[config.mk]
export PLATFORM = sky130hd
export DESIGN_NAME = alu_issue
export DESIGN_NICKNAME = d
export VERILOG_FILES = /design/src/rtl/cpu_defs.sv /design/src/rtl/alu_decode.sv /design/src/rtl/alu_issue.sv
export SDC_FILE = /design/constraint.sdc
export NUM_CORES = 1
export LEC_CHECK = 0
export BUFFER_PORTS_ARGS = -buffer_cell sky130_fd_sc_hd__buf_2
export CAP_MARGIN = 20
export CORE_ASPECT_RATIO = 0.75
export CORE_MARGIN = 3
export CORE_UTILIZATION = 45
export CTS_CLUSTER_SIZE = 12
export DETAILED_ROUTE_END_ITERATION = 7
export PLACE_DENSITY_LB_ADDON = 0.08
export SYNTH_ARGS = -nofsm -noshare
export SYNTH_HDL_FRONTEND = slang
export SYNTH_SLANG_ARGS = --single-unit
[constraint.sdc]
create_clock -name clk -period 2.73 [get_ports clk]
set_input_delay 0.273 -clock clk [delete_from_list [all_inputs] [get_ports clk]]
set_output_delay 0.273 -clock clk [all_outputs]
set_load 0.02 [all_outputs]
[src/rtl/cpu_defs.sv]
// Shared CPU definitions: ALU operation codes, MIPS opcode/funct
// constants and the ID/EX bundle types used by issue and ALU logic.
package cpu_defs;

    // ALU operation codes
    localparam logic [3:0] ALUC_ADD  = 4'b0000;
    localparam logic [3:0] ALUC_SUB  = 4'b0001;
    localparam logic [3:0] ALUC_ADDO = 4'b0010;
    localparam logic [3:0] ALUC_AND  = 4'b0011;
    localparam logic [3:0] ALUC_OR   = 4'b0100;
    localparam logic [3:0] ALUC_NOR  = 4'b0101;
    localparam logic [3:0] ALUC_XOR  = 4'b0110;
    localparam logic [3:0] ALUC_SLL  = 4'b1000;
    localparam logic [3:0] ALUC_MOVN = 4'b1100;
    localparam logic [3:0] ALUC_MOVZ = 4'b1110;

    // Primary opcodes
    localparam logic [5:0] OP_RTYPE = 6'b000000;
    localparam logic [5:0] OP_BEQ   = 6'b000100;
    localparam logic [5:0] OP_ADDI  = 6'b001000;
    localparam logic [5:0] OP_ADDIU = 6'b001001;
    localparam logic [5:0] OP_ANDI  = 6'b001100;
    localparam logic [5:0] OP_ORI   = 6'b001101;
    localparam logic [5:0] OP_XORI  = 6'b001110;
    localparam logic [5:0] OP_LUI   = 6'b001111;
    localparam logic [5:0] OP_LW    = 6'b100011;
    localparam logic [5:0] OP_SW    = 6'b101011;

    // R-type funct codes
    localparam logic [5:0] FN_SLL  = 6'b000000;
    localparam logic [5:0] FN_MOVZ = 6'b001010;
    localparam logic [5:0] FN_MOVN = 6'b001011;
    localparam logic [5:0] FN_ADD  = 6'b100000;
    localparam logic [5:0] FN_ADDU = 6'b100001;
    localparam logic [5:0] FN_SUB  = 6'b100010;
    localparam logic [5:0] FN_SUBU = 6'b100011;
    localparam logic [5:0] FN_AND  = 6'b100100;
    localparam logic [5:0] FN_OR   = 6'b100101;
    localparam logic [5:0] FN_XOR  = 6'b100110;
    localparam logic [5:0] FN_NOR  = 6'b100111;
    localparam logic [5:0] FN_SLT  = 6'b101010;

    // lui is executed as imm << 16
    localparam logic [4:0] LUI_SHAMT = 5'd16;

    typedef enum logic [1:0] {
        IMM_NONE,
        IMM_SEXT,
        IMM_ZEXT
    } imm_t;

    typedef enum logic {
        ST_RUN,
        ST_BUBBLE
    } issue_st_t;

    typedef struct packed {
        logic [3:0] aluc;
        imm_t       imm;
        logic [4:0] rs;
        logic [4:0] rt;
        logic [4:0] wreg;
        logic [4:0] shamt;
        logic       rt_src;
        logic       rf_w;
        logic       mem_r;
        logic       mem_w;
        logic       illegal;
    } dec_t;

    typedef struct packed {
        logic        valid;
        logic [31:0] a;
        logic [31:0] b;
        logic [4:0]  shamt;
        logic [3:0]  aluc;
        logic        rf_w;
        logic [4:0]  wreg;
        logic        mem_r;
        logic        mem_w;
        logic        illegal;
    } ex_t;

    // Select the ALU b operand: register or extended immediate
    function automatic logic [31:0] ext_imm(
        input imm_t        mode,
        input logic [15:0] imm,
        input logic [31:0] rt_val
    );
        logic [31:0] v;
        v = rt_val;
        if (mode == IMM_SEXT)
            v = {{16{imm[15]}}, imm};
        else if (mode == IMM_ZEXT)
            v = {16'h0000, imm};
        return v;
    endfunction

endpackage

[src/rtl/alu_decode.sv]
// Combinational MIPS decode for the ALU issue slot:
// instruction word -> ALU op, immediate mode, dest reg and flags.
module alu_decode
    import cpu_defs::*;
(
    input  logic [31:0] i_instr,
    output dec_t        o_dec
);

    logic [5:0] w_op;
    logic [5:0] w_fn;
    logic [4:0] w_rs;
    logic [4:0] w_rt;
    logic [4:0] w_rd;
    logic [4:0] w_sa;
    dec_t       w_dec;

    assign w_op = i_instr[31:26];
    assign w_rs = i_instr[25:21];
    assign w_rt = i_instr[20:16];
    assign w_rd = i_instr[15:11];
    assign w_sa = i_instr[10:6];
    assign w_fn = i_instr[5:0];

    // Opcode/funct table; unknown encodings become a harmless illegal op
    always_comb begin
        w_dec      = '0;
        w_dec.aluc = ALUC_ADD;
        w_dec.imm  = IMM_NONE;
        w_dec.rs   = w_rs;
        w_dec.rt   = w_rt;
        case (w_op)
            OP_RTYPE: begin
                w_dec.wreg   = w_rd;
                w_dec.rt_src = 1'b1;
                w_dec.rf_w   = 1'b1;
                case (w_fn)
                    FN_ADD:  w_dec.aluc = ALUC_ADDO;
                    FN_ADDU: w_dec.aluc = ALUC_ADD;
                    FN_SUB,
                    FN_SUBU,
                    FN_SLT:  w_dec.aluc = ALUC_SUB;
                    FN_AND:  w_dec.aluc = ALUC_AND;
                    FN_OR:   w_dec.aluc = ALUC_OR;
                    FN_XOR:  w_dec.aluc = ALUC_XOR;
                    FN_NOR:  w_dec.aluc = ALUC_NOR;
                    FN_MOVZ: w_dec.aluc = ALUC_MOVZ;
                    FN_MOVN: w_dec.aluc = ALUC_MOVN;
                    FN_SLL: begin
                        w_dec.aluc  = ALUC_SLL;
                        w_dec.shamt = w_sa;
                    end
                    default: w_dec.illegal = 1'b1;
                endcase
            end
            OP_ADDI: begin
                w_dec.aluc = ALUC_ADDO;
                w_dec.imm  = IMM_SEXT;
                w_dec.wreg = w_rt;
                w_dec.rf_w = 1'b1;
            end
            OP_ADDIU: begin
                w_dec.aluc = ALUC_ADD;
                w_dec.imm  = IMM_SEXT;
                w_dec.wreg = w_rt;
                w_dec.rf_w = 1'b1;
            end
            OP_ANDI: begin
                w_dec.aluc = ALUC_AND;
                w_dec.imm  = IMM_ZEXT;
                w_dec.wreg = w_rt;
                w_dec.rf_w = 1'b1;
            end
            OP_ORI: begin
                w_dec.aluc = ALUC_OR;
                w_dec.imm  = IMM_ZEXT;
                w_dec.wreg = w_rt;
                w_dec.rf_w = 1'b1;
            end
            OP_XORI: begin
                w_dec.aluc = ALUC_XOR;
                w_dec.imm  = IMM_ZEXT;
                w_dec.wreg = w_rt;
                w_dec.rf_w = 1'b1;
            end
            OP_LUI: begin
                w_dec.aluc  = ALUC_SLL;
                w_dec.imm   = IMM_ZEXT;
                w_dec.shamt = LUI_SHAMT;
                w_dec.wreg  = w_rt;
                w_dec.rf_w  = 1'b1;
            end
            OP_LW: begin
                w_dec.aluc  = ALUC_ADD;
                w_dec.imm   = IMM_SEXT;
                w_dec.wreg  = w_rt;
                w_dec.rf_w  = 1'b1;
                w_dec.mem_r = 1'b1;
            end
            OP_SW: begin
                w_dec.aluc   = ALUC_ADD;
                w_dec.imm    = IMM_SEXT;
                w_dec.rt_src = 1'b1;
                w_dec.mem_w  = 1'b1;
            end
            OP_BEQ: begin
                w_dec.aluc   = ALUC_SUB;
                w_dec.rt_src = 1'b1;
            end
            default: w_dec.illegal = 1'b1;
        endcase
        if (w_dec.illegal) begin
            w_dec.aluc   = ALUC_ADD;
            w_dec.imm    = IMM_NONE;
            w_dec.wreg   = 5'd0;
            w_dec.shamt  = 5'd0;
            w_dec.rt_src = 1'b0;
            w_dec.rf_w   = 1'b0;
            w_dec.mem_r  = 1'b0;
            w_dec.mem_w  = 1'b0;
        end
        if (w_dec.wreg == 5'd0)
            w_dec.rf_w = 1'b0;
    end

    assign o_dec = w_dec;

endmodule

[src/rtl/alu_issue.sv]
// ID/EX issue slot for the ALU: decode, load-use bubble FSM,
// stall/flush handling and the registered EX operand bundle.
module alu_issue
    import cpu_defs::*;
(
    input  logic        clk,
    input  logic        rst,
    input  logic        id_valid,
    input  logic [31:0] id_instr,
    input  logic [31:0] id_rs_val,
    input  logic [31:0] id_rt_val,
    output logic        id_ready,
    input  logic        ex_stall,
    input  logic        flush,
    output logic        ex_valid,
    output logic [31:0] ex_a,
    output logic [31:0] ex_b,
    output logic [4:0]  ex_shamt,
    output logic [3:0]  ex_aluc,
    output logic        ex_rf_w,
    output logic [4:0]  ex_wreg,
    output logic        ex_mem_r,
    output logic        ex_mem_w,
    output logic        ex_illegal
);

    dec_t      w_dec;
    ex_t       w_ex_new;
    ex_t       r_ex;
    issue_st_t r_state;
    issue_st_t w_state_nxt;
    logic      w_hazard;
    logic      w_ready;
    logic      w_accept;

    alu_decode u_dec (
        .i_instr (id_instr),
        .o_dec   (w_dec)
    );

    // Load-use check against a load currently held in EX
    always_comb begin
        w_hazard = 1'b0;
        if (r_state == ST_RUN && id_valid && r_ex.valid &&
            r_ex.mem_r && r_ex.wreg != 5'd0)
            w_hazard = (r_ex.wreg == w_dec.rs) ||
                       (w_dec.rt_src && r_ex.wreg == w_dec.rt);
    end

    // Assemble the EX bundle for the instruction in decode
    always_comb begin
        w_ex_new         = '0;
        w_ex_new.valid   = 1'b1;
        w_ex_new.a       = id_rs_val;
        w_ex_new.b       = ext_imm(w_dec.imm, id_instr[15:0], id_rt_val);
        w_ex_new.shamt   = w_dec.shamt;
        w_ex_new.aluc    = w_dec.aluc;
        w_ex_new.rf_w    = w_dec.rf_w;
        w_ex_new.wreg    = w_dec.wreg;
        w_ex_new.mem_r   = w_dec.mem_r;
        w_ex_new.mem_w   = w_dec.mem_w;
        w_ex_new.illegal = w_dec.illegal;
    end

    // FSM state register
    always_ff @(posedge clk) begin
        if (rst)
            r_state <= ST_RUN;
        else
            r_state <= w_state_nxt;
    end

    // FSM next state: flush > stall > hazard; bubble lasts one cycle
    always_comb begin
        w_state_nxt = ST_RUN;
        if (flush)
            w_state_nxt = ST_RUN;
        else if (ex_stall)
            w_state_nxt = r_state;
        else if (w_hazard)
            w_state_nxt = ST_BUBBLE;
    end

    // FSM outputs: handshake back to decode
    always_comb begin
        w_ready  = !rst && !ex_stall && !w_hazard;
        w_accept = id_valid && w_ready;
    end

    // ID/EX register: reset > flush > stall hold > load or bubble
    always_ff @(posedge clk) begin
        if (rst)
            r_ex <= '0;
        else if (flush)
            r_ex <= '0;
        else if (ex_stall)
            r_ex <= r_ex;
        else if (w_accept)
            r_ex <= w_ex_new;
        else
            r_ex <= '0;
    end

    assign id_ready   = w_ready;
    assign ex_valid   = r_ex.valid;
    assign ex_a       = r_ex.a;
    assign ex_b       = r_ex.b;
    assign ex_shamt   = r_ex.shamt;
    assign ex_aluc    = r_ex.aluc;
    assign ex_rf_w    = r_ex.rf_w;
    assign ex_wreg    = r_ex.wreg;
    assign ex_mem_r   = r_ex.mem_r;
    assign ex_mem_w   = r_ex.mem_w;
    assign ex_illegal = r_ex.illegal;

endmodule

==> metrics.txt, run 1 <==
# TYPE chip_impl_metric gauge
chip_impl_metric{name="grt_pass1_wl",unit="µm"} 16900
chip_impl_metric{name="worst_clock_skew",unit="ps"} 12.7
chip_impl_info{name="startpoint",value="ex_wreg[0]"} 1
chip_impl_metric{name="clock_insertion_delay_at_the_later_pin_of_the_skew_report",unit="ps"} 350
chip_impl_metric{name="layoutNonFillerInstCount",unit=""} 646
chip_impl_metric{name="crit_path_max_fanout",unit=""} 7
chip_impl_metric{name="post_synth_simple_gate_area",unit="%"} 12.5
chip_impl_metric{name="syn_area_per_cell",unit="µm²"} 10.0
chip_impl_metric{name="cts_hold_buffers",unit=""} 0
chip_impl_metric{name="cts-root-to-sink-buffers",unit=""} 2
chip_impl_metric{name="hold_viol_final",unit=""} 0
chip_impl_metric{name="synthesis.nets",unit=""} 458
chip_impl_metric{name="synth-adder-area-share",unit="%"} 0
chip_impl_metric{name="leakagePower",unit="nW"} 2.23
chip_impl_metric{name="grt_max_degree",unit=""} 52
chip_impl_metric{name="setup_violation_total_in_the_final_timing_report",unit=""} 0
chip_impl_metric{name="r2r_cells",unit=""} 6
chip_impl_metric{name="htreeDepth",unit=""} 3
chip_impl_metric{name="muxShareOfSynthArea",unit="%"} 4.47
chip_impl_metric{name="synth_compound_gate_area_share",unit="%"} 28.8
chip_impl_info{name="layout_commonest_cell",value="buf_2"} 1
chip_impl_metric{name="synth.yosys.seq_area_share",unit="%"} 46.9
chip_impl_metric{name="antenna_found_initial",unit=""} 0
chip_impl_metric{name="fin_setup_tns",unit="ps"} 0
chip_impl_metric{name="grt_overflow_total",unit=""} 0
chip_impl_metric{name="timing.final.crit_period",unit="ps"} 2570
chip_impl_metric{name="max_slew_margin",unit="%"} 56.9
chip_impl_metric{name="drv_cap",unit=""} 0
chip_impl_metric{name="grtUsageTotal",unit="%"} 23.4
chip_impl_info{name="run_status",value="completed"} 1
chip_impl_metric{name="post_route_cells_drive_above_1_share",unit="%"} 43.3
chip_impl_metric{name="dr.first_iter.drc_count",unit=""} 262
chip_impl_info{name="hold_path.startpoint",value="id_rs_val[27]"} 1
chip_impl_metric{name="core-area",unit="µm²"} 7530
chip_impl_metric{name="synth_enable_flop_cells",unit=""} 0
chip_impl_info{name="cp-end-kind",value="output port"} 1
chip_impl_metric{name="effective_utilization_at_floorplan",unit="%"} 47.6
chip_impl_metric{name="ff_latch_count_synth",unit=""} 84
chip_impl_info{name="cts_root_buf",value="clkbuf_8"} 1
chip_impl_metric{name="final_util",unit="%"} 63.4
chip_impl_metric{name="design_area",unit="µm²"} 4780
chip_impl_metric{name="cts-buffers-inserted",unit=""} 9
chip_impl_metric{name="worst_ir_drop_vdd",unit="mV"} 0.247
chip_impl_metric{name="synthesis.area",unit="µm²"} 3580
chip_impl_metric{name="die_area",unit="µm²"} 9080
chip_impl_info{name="tritoncts",value="built"} 1
chip_impl_info{name="critical_path.startpoint_type",value="register"} 1
chip_impl_metric{name="drt-vias-per-instance",unit=""} 5.47
chip_impl_metric{name="chipHeight",unit="µm"} 83.3
chip_impl_metric{name="worst_hold_path.num_cells",unit=""} 2
chip_impl_metric{name="syn_to_final_growth",unit="%"} 33.3
chip_impl_info{name="timing.setup.critical_path_class",value="register to output port"} 1
chip_impl_metric{name="worst_setup_hold_path_clk_slew",unit="ps"} 90
chip_impl_info{name="worst_hold_check_path_type",value="primary input to register"} 1
chip_impl_info{name="critical_path.reg2reg.endpoint",value="ex_b[21]"} 1
chip_impl_info{name="layout_common_cells",value="184 x buf_2, 84 x dfxtp_1, 47 x a22o_1"} 1
chip_impl_metric{name="buffer_ports.inserted",unit=""} 184
chip_impl_metric{name="route.detailed.wl_per_inst",unit="µm"} 16.6
chip_impl_metric{name="finish.net_count",unit=""} 641
chip_impl_metric{name="total_power",unit="mW"} 2.39
chip_impl_metric{name="postSynth.asyncResetShare",unit="%"} 0
chip_impl_metric{name="detailed_place_hpwl",unit="µm"} 8030
chip_impl_metric{name="fillCellCount",unit=""} 661
chip_impl_metric{name="dpl.cell_count",unit=""} 630
chip_impl_metric{name="wl",unit="µm"} 10700
chip_impl_metric{name="post_synth_inst_count",unit=""} 357
chip_impl_metric{name="vias",unit=""} 3531
chip_impl_info{name="grt_setup_unrepaired",value="no"} 1
chip_impl_metric{name="reg2reg_slack",unit="ps"} 450
chip_impl_metric{name="worst-endpoint-arrival",unit="ps"} 2300
chip_impl_metric{name="layout_worst_path_cycle_share",unit="%"} 94.2
chip_impl_info{name="yosys_most_used_dff",value="dfxtp_1"} 1
chip_impl_metric{name="synth-warning-count",unit=""} 0
chip_impl_metric{name="worst-slew-pin-transition",unit="ps"} 641
chip_impl_metric{name="fmaxAchievable",unit="MHz"} 389
chip_impl_metric{name="yosys.area_share.xor_xnor",unit="%"} 2.93
chip_impl_metric{name="dieWidth",unit="µm"} 109
chip_impl_metric{name="report.final.slew_viol_count",unit=""} 0
chip_impl_metric{name="diodes",unit=""} 0
chip_impl_metric{name="remaining_drc_errors",unit=""} 0
chip_impl_metric{name="routabilityCongestion",unit=""} 0.886
chip_impl_metric{name="postRouteAntennaNets",unit=""} 0
chip_impl_info{name="synth_top_family_by_area",value="compound AO/OA/AOI/OAI gates"} 1
chip_impl_info{name="crit-reg2reg-launch",value="ex_mem_r"} 1
chip_impl_metric{name="dr.pass1.iters",unit=""} 5
chip_impl_metric{name="io_pins",unit=""} 185
chip_impl_metric{name="synth.distinct_cells",unit=""} 53
chip_impl_info{name="min_delay_worst_endpoint",value="ex_a[27]"} 1
chip_impl_metric{name="power.density",unit="nW/µm²"} 501
chip_impl_metric{name="timing.critical_path.required",unit="ps"} 2460
chip_impl_metric{name="via_count_of_the_first_global_routing_pass",unit=""} 3346
chip_impl_metric{name="cts_num_sinks",unit=""} 84
chip_impl_metric{name="placed_area",unit="µm²"} 4590
chip_impl_metric{name="core.rowCount",unit=""} 27
worst max-delay path by stage:
stage / endpoint / slack [ps] / depth (start not counted)
after CTS: id_ready / 30 / 6
after floorplan: id_ready / 100 / 4
after detailed placement: ex_b[20] / 130 / 6
after global placement: ex_b[19] / 200 / 6
after global routing: id_ready / 30 / 6
final: id_ready / 160 / 6
power breakdown:
group	total, mW	switching (mW)	internal (mW)
Combinational	0.289	0.165	0.124
Sequential	1.25	0.00968	1.24
Clock	0.848	0.484	0.364
layout make-up:
type | instances | area (µm²) | share of cell area, %
inverters | 3 | 11.3 | 0.236
well taps | 101 | 126 | 2.65
multi-input cells | 247 | 1760 | 36.8
repair buffers | 195 | 1020 | 21.3
flip-flops and latches | 84 | 1680 | 35.2
clock buffers | 10 | 138 | 2.88
clock inverters | 6 | 46.3 | 0.969
stage by stage:
step / hold WS [ps] / setup slack (ps)
global route: 98.0 / 30.8
CTS: 100 / 30.0
finish: 122 / 159
detailed placement: 440 / 133
floorplan: 399 / 96.9
global placement: 431 / 204
per-layer routing:
layer | wire length (µm) | share of wire [%] | GRT usage (%)
met3 | 1080 | 10 | 7.30
met1 | 4900 | 46 | 32.4
met5 | 0 | 0 | 0
met4 | 154 | 1.4 | 7.00
met2 | 4610 | 43 | 34.6
what timing repair did:
| action | in CTS | in global routing |
|---|---|---|
| buffers inserted | 0 | 0 |
| setup endpoints to repair | 0 | 1 |
| resized for setup | 0 | 2 |
worst max-delay path, stage by stage, from the launching register on:
cell and delay, ps:
dfxtp_1 380, or4_1 560, o21ai_1 190, buf_4 160, nor4_4 80, a2111oi_2 340, buf_2 230
logic make-up after synthesis:
logic type | Yosys count
flops | 84
xor+xnor | 12
mux | 16
buf+inv | 26
compound gates | 135
simple gates | 84
sequential cells by signal, indices dropped and copies added, names as in the netlist:
| signal | cells |
|---|---|
| ex_aluc | 4 |
| ex_b | 32 |
| ex_illegal | 1 |
| ex_wreg | 5 |
| ex_mem_w | 1 |
| ex_a | 32 |
| ex_valid | 1 |
| ex_shamt | 5 |
| ex_mem_r | 1 |
| ex_rf_w | 1 |
| r_state | 1 |
cell usage after synthesis (all sizes together) (3+ instances only):
cell type  number  area share (%)
a21oi          20             3.1
a22o           47              11
a32o            7             2.0
buf            10             2.7
clkbuf         13             1.4
dfxtp          84              47
inv             3            0.31
mux2i          16             4.5
nand2          38             4.0
nand2b          3            0.52
nand3           5            0.70
nor2           12             1.3
nor2b           4            0.70
nor3            4            0.87
o21ai          42             7.1
or4             5             1.2
xnor2          12             2.9
Note: power is estimated with default switching activity, not from simulation.
==> inputs of run 2 (changes only) <==
--- a/config.mk
+++ b/config.mk
@@ -9,10 +9,12 @@
 export CAP_MARGIN = 20
 export CORE_ASPECT_RATIO = 0.75
 export CORE_MARGIN = 3
-export CORE_UTILIZATION = 45
+export CORE_UTILIZATION = 50
 export CTS_CLUSTER_SIZE = 12
 export DETAILED_ROUTE_END_ITERATION = 7
 export PLACE_DENSITY_LB_ADDON = 0.08
+export REMOVE_ABC_BUFFERS = 1
 export SYNTH_ARGS = -nofsm -noshare
 export SYNTH_HDL_FRONTEND = slang
+export SYNTH_HIERARCHICAL = 1
 export SYNTH_SLANG_ARGS = --single-unit
==> metrics.txt, run 2 <==
# TYPE chip_impl_metric gauge
chip_impl_metric{name="drt-vias-per-instance",unit=""} 6.02
chip_impl_metric{name="postSynth.asyncResetShare",unit="%"} 0
chip_impl_metric{name="grt_overflow_total",unit=""} 0
chip_impl_metric{name="buf_inv_stages_crit_path",unit=""} 1
chip_impl_metric{name="reg2reg_slack",unit="ps"} 540
chip_impl_metric{name="dpl.cell_count",unit=""} 844
chip_impl_metric{name="grtUsageTotal",unit="%"} 25.4
chip_impl_metric{name="grt_pass1_wl",unit="µm"} 23000
chip_impl_metric{name="remaining_drc_errors",unit=""} 0
chip_impl_metric{name="detailed_place_hpwl",unit="µm"} 9320
chip_impl_metric{name="total_power",unit="mW"} 3.09
chip_impl_metric{name="cts-root-to-sink-buffers",unit=""} 2
chip_impl_metric{name="post_cts.resized_instances",unit=""} 0
chip_impl_metric{name="synth.distinct_cells",unit=""} 46
chip_impl_metric{name="worst-slew-pin-transition",unit="ps"} 681
chip_impl_metric{name="postCtsSetupBuffers",unit=""} 0
chip_impl_info{name="run_status",value="completed"} 1
chip_impl_metric{name="ff_latch_count_synth",unit=""} 84
chip_impl_metric{name="fillCellCount",unit=""} 777
chip_impl_metric{name="post_route_cells_drive_above_1_share",unit="%"} 32.9
chip_impl_info{name="yosys-top-cells-area",value="dfxtp_1 35%, a32oi_1 12%, o21ai_0 7.2%, nand2_1 6.8%, a21oi_1 5.4%"} 1
chip_impl_metric{name="htreeDepth",unit=""} 3
chip_impl_metric{name="dieWidth",unit="µm"} 119
chip_impl_info{name="timing.critical_path.max_delay_family",value="compound AO/OA/AOI/OAI gates"} 1
chip_impl_metric{name="r2r_cells",unit=""} 5
chip_impl_info{name="critical_path.reg2reg.endpoint",value="ex_a[20]"} 1
chip_impl_metric{name="dr.first_iter.drc_count",unit=""} 402
chip_impl_metric{name="buffer_ports.inserted",unit=""} 184
chip_impl_info{name="synthMostInstantiatedCell",value="nand2_1"} 1
chip_impl_metric{name="layout_worst_path_cycle_share",unit="%"} 90.7
chip_impl_info{name="layout_commonest_cell",value="buf_2"} 1
chip_impl_metric{name="cts_num_sinks",unit=""} 84
chip_impl_metric{name="core.rowCount",unit=""} 30
chip_impl_info{name="synthDominantAreaCellType",value="dfxtp_1"} 1
chip_impl_metric{name="synthesis.area",unit="µm²"} 4800
chip_impl_info{name="critical_path_cell_sequence",value="or4_1 > o21ai_4 > o21a_1 > buf_2"} 1
chip_impl_metric{name="postRouteAntennaNets",unit=""} 0
chip_impl_metric{name="wl",unit="µm"} 14500
chip_impl_metric{name="report.final.slew_viol_count",unit=""} 0
chip_impl_metric{name="synth_enable_flop_cells",unit=""} 0
chip_impl_metric{name="layoutNonFillerInstCount",unit=""} 861
chip_impl_metric{name="syn_to_final_growth",unit="%"} 26.3
chip_impl_metric{name="power.density",unit="nW/µm²"} 510
chip_impl_metric{name="effective_utilization_at_floorplan",unit="%"} 52.2
chip_impl_info{name="timing.setup.critical_path_class",value="register to output port"} 1
chip_impl_info{name="crit-reg2reg-launch",value="ex_wreg[0]"} 1
chip_impl_metric{name="vias",unit=""} 5182
chip_impl_metric{name="crit_path_max_fanout",unit=""} 21
chip_impl_info{name="grt_setup_unrepaired",value="no"} 1
chip_impl_metric{name="final_util",unit="%"} 66.0
chip_impl_metric{name="hold_viol_final",unit=""} 0
chip_impl_metric{name="die_area",unit="µm²"} 10800
chip_impl_metric{name="worst_ir_drop_vdd",unit="mV"} 0.342
chip_impl_metric{name="worst_hold_path.num_cells",unit=""} 3
chip_impl_info{name="critical-path-slowest-cell",value="or4_1"} 1
chip_impl_metric{name="synth.yosys.seq_area_share",unit="%"} 35.0
chip_impl_metric{name="clock_insertion_delay_at_the_later_pin_of_the_skew_report",unit="ps"} 340
chip_impl_info{name="min_delay_worst_endpoint",value="ex_a[0]"} 1
chip_impl_metric{name="critPathMaxStageDelay",unit="ps"} 590
chip_impl_info{name="hold_path.startpoint",value="id_rs_val[0]"} 1
chip_impl_metric{name="routabilityCongestion",unit=""} 0.879
chip_impl_metric{name="max_slew_margin",unit="%"} 54.4
chip_impl_metric{name="chipHeight",unit="µm"} 90.9
chip_impl_metric{name="via_count_of_the_first_global_routing_pass",unit=""} 4692
chip_impl_metric{name="worst_clock_skew",unit="ps"} 10.6
chip_impl_info{name="cp-end-kind",value="output port"} 1
chip_impl_info{name="critical_path.startpoint_type",value="register"} 1
chip_impl_metric{name="core-area",unit="µm²"} 9200
chip_impl_metric{name="synth-warning-count",unit=""} 6
chip_impl_metric{name="finish.net_count",unit=""} 829
chip_impl_metric{name="setup_violation_total_in_the_final_timing_report",unit=""} 0
chip_impl_info{name="yosys_most_used_dff",value="dfxtp_1"} 1
chip_impl_metric{name="drv_cap",unit=""} 0
chip_impl_metric{name="timing.final.crit_period",unit="ps"} 2480
chip_impl_info{name="layout_common_cells",value="184 x buf_2, 87 x nand2_1, 84 x dfxtp_1"} 1
chip_impl_metric{name="worst-endpoint-arrival",unit="ps"} 2200
chip_impl_metric{name="synth_top_area_share",unit="%"} 35.0
chip_impl_metric{name="dr.pass1.iters",unit=""} 5
chip_impl_metric{name="grt_max_degree",unit=""} 151
chip_impl_metric{name="fmaxAchievable",unit="MHz"} 404
chip_impl_metric{name="syn_area_per_cell",unit="µm²"} 8.20
chip_impl_metric{name="timing.critical_path.required",unit="ps"} 2460
chip_impl_info{name="worst_hold_check_path_type",value="primary input to register"} 1
chip_impl_metric{name="leakagePower",unit="nW"} 2.54
chip_impl_metric{name="worst_setup_hold_path_clk_slew",unit="ps"} 60
chip_impl_info{name="synth_top_cells_by_count",value="87 x nand2_1, 84 x dfxtp_1, 69 x o21ai_0"} 1
chip_impl_info{name="tritoncts",value="built"} 1
chip_impl_metric{name="route.detailed.wl_per_inst",unit="µm"} 16.8
chip_impl_metric{name="cts_hold_buffers",unit=""} 0
chip_impl_metric{name="io_pins",unit=""} 185
chip_impl_metric{name="cts-buffers-inserted",unit=""} 9
chip_impl_metric{name="post_synth_inst_count",unit=""} 586
chip_impl_info{name="cts_root_buf",value="clkbuf_16"} 1
chip_impl_metric{name="diodes",unit=""} 0
chip_impl_metric{name="antenna_found_initial",unit=""} 0
-- run 2: cell types whose count changed in the layout (fill, tap and decap cells not counted), sizes merged, moves of 4 or more --
| cell | before | now |
|---|---|---|
| a21o | 2 | 17 |
| a21oi | 20 | 52 |
| a22o | 47 | 18 |
| a22oi | 0 | 21 |
| a32o | 7 | 0 |
| a32oi | 1 | 66 |
| and2 | 0 | 4 |
| buf | 195 | 200 |
| mux2 | 0 | 16 |
| mux2i | 16 | 1 |
| nand2 | 38 | 87 |
| o21ai | 42 | 76 |
-- run 2: kinds of logic (layout without fill, tap and decap cells) --
kind of cell           count (synthesis)  count (layout)  share of synthesized area (%)
AO/OA/AOI/OAI                        262             262                           36.7
AND/OR/NAND/NOR                      140             140                           14.1
flip-flops                            84              84                           35.0
buffers and inverters                 70             217                           7.87
multiplexers                          17              17                           3.96
XOR/XNOR                              13              13                           2.37
-- run 2: metrics by stage --
step	setup TNS (ps)	hold WS, ps	setup slack (ps)	area [µm²]
final	0	185	253	6070
after global routing	0	179	155	6070
after CTS	0	175	217	6060
after detailed placement	0	449	196	5720
after global placement	0	440	276	5720
after floorplan	-130420	403	-1590	4430
-- run 2: final cells by class --
class	instances	area [µm²]	area share (%)
well taps	128	160	2.64
inverters	1	3.75	0.0619
clock buffers	12	267	4.39
flip-flops and latches	84	1680	27.7
multi-input cells	432	2780	45.7
repair buffers	200	1100	18.2
clock inverters	4	77.6	1.28
-- run 2: routing by layer --
metal	share of wire [%]	routed length, µm	global-route usage, %
met1	44	6350	33.5
met4	1.2	167	6.08
met2	47	6830	40.9
met3	7.8	1130	7.76
met5	0	0	0
-- run 2: worst max path at each step --
stage / from / end / slack [ps] / cells after the start
after floorplan: rst / ex_b[0] / -1590 / 4
after global placement: id_instr[27] / ex_shamt[2] / 280 / 8
after detailed placement: id_instr[27] / ex_shamt[0] / 200 / 8
after CTS: ex_wreg[0] / id_ready / 220 / 4
after global routing: ex_wreg[0] / id_ready / 160 / 4
final: ex_wreg[0] / id_ready / 250 / 4
-- run 2: power by group --
| group | switching, mW | total, mW | internal [mW] |
|---|---|---|---|
| clock | 0.506 | 1.39 | 0.884 |
| combinational | 0.246 | 0.421 | 0.175 |
| sequential | 0.0214 | 1.28 | 1.26 |
-- run 2: tightest hold or removal path, cell delays in order --
cell	delay, ps
buf_2	80
a32oi_1	70
o21ai_0	60
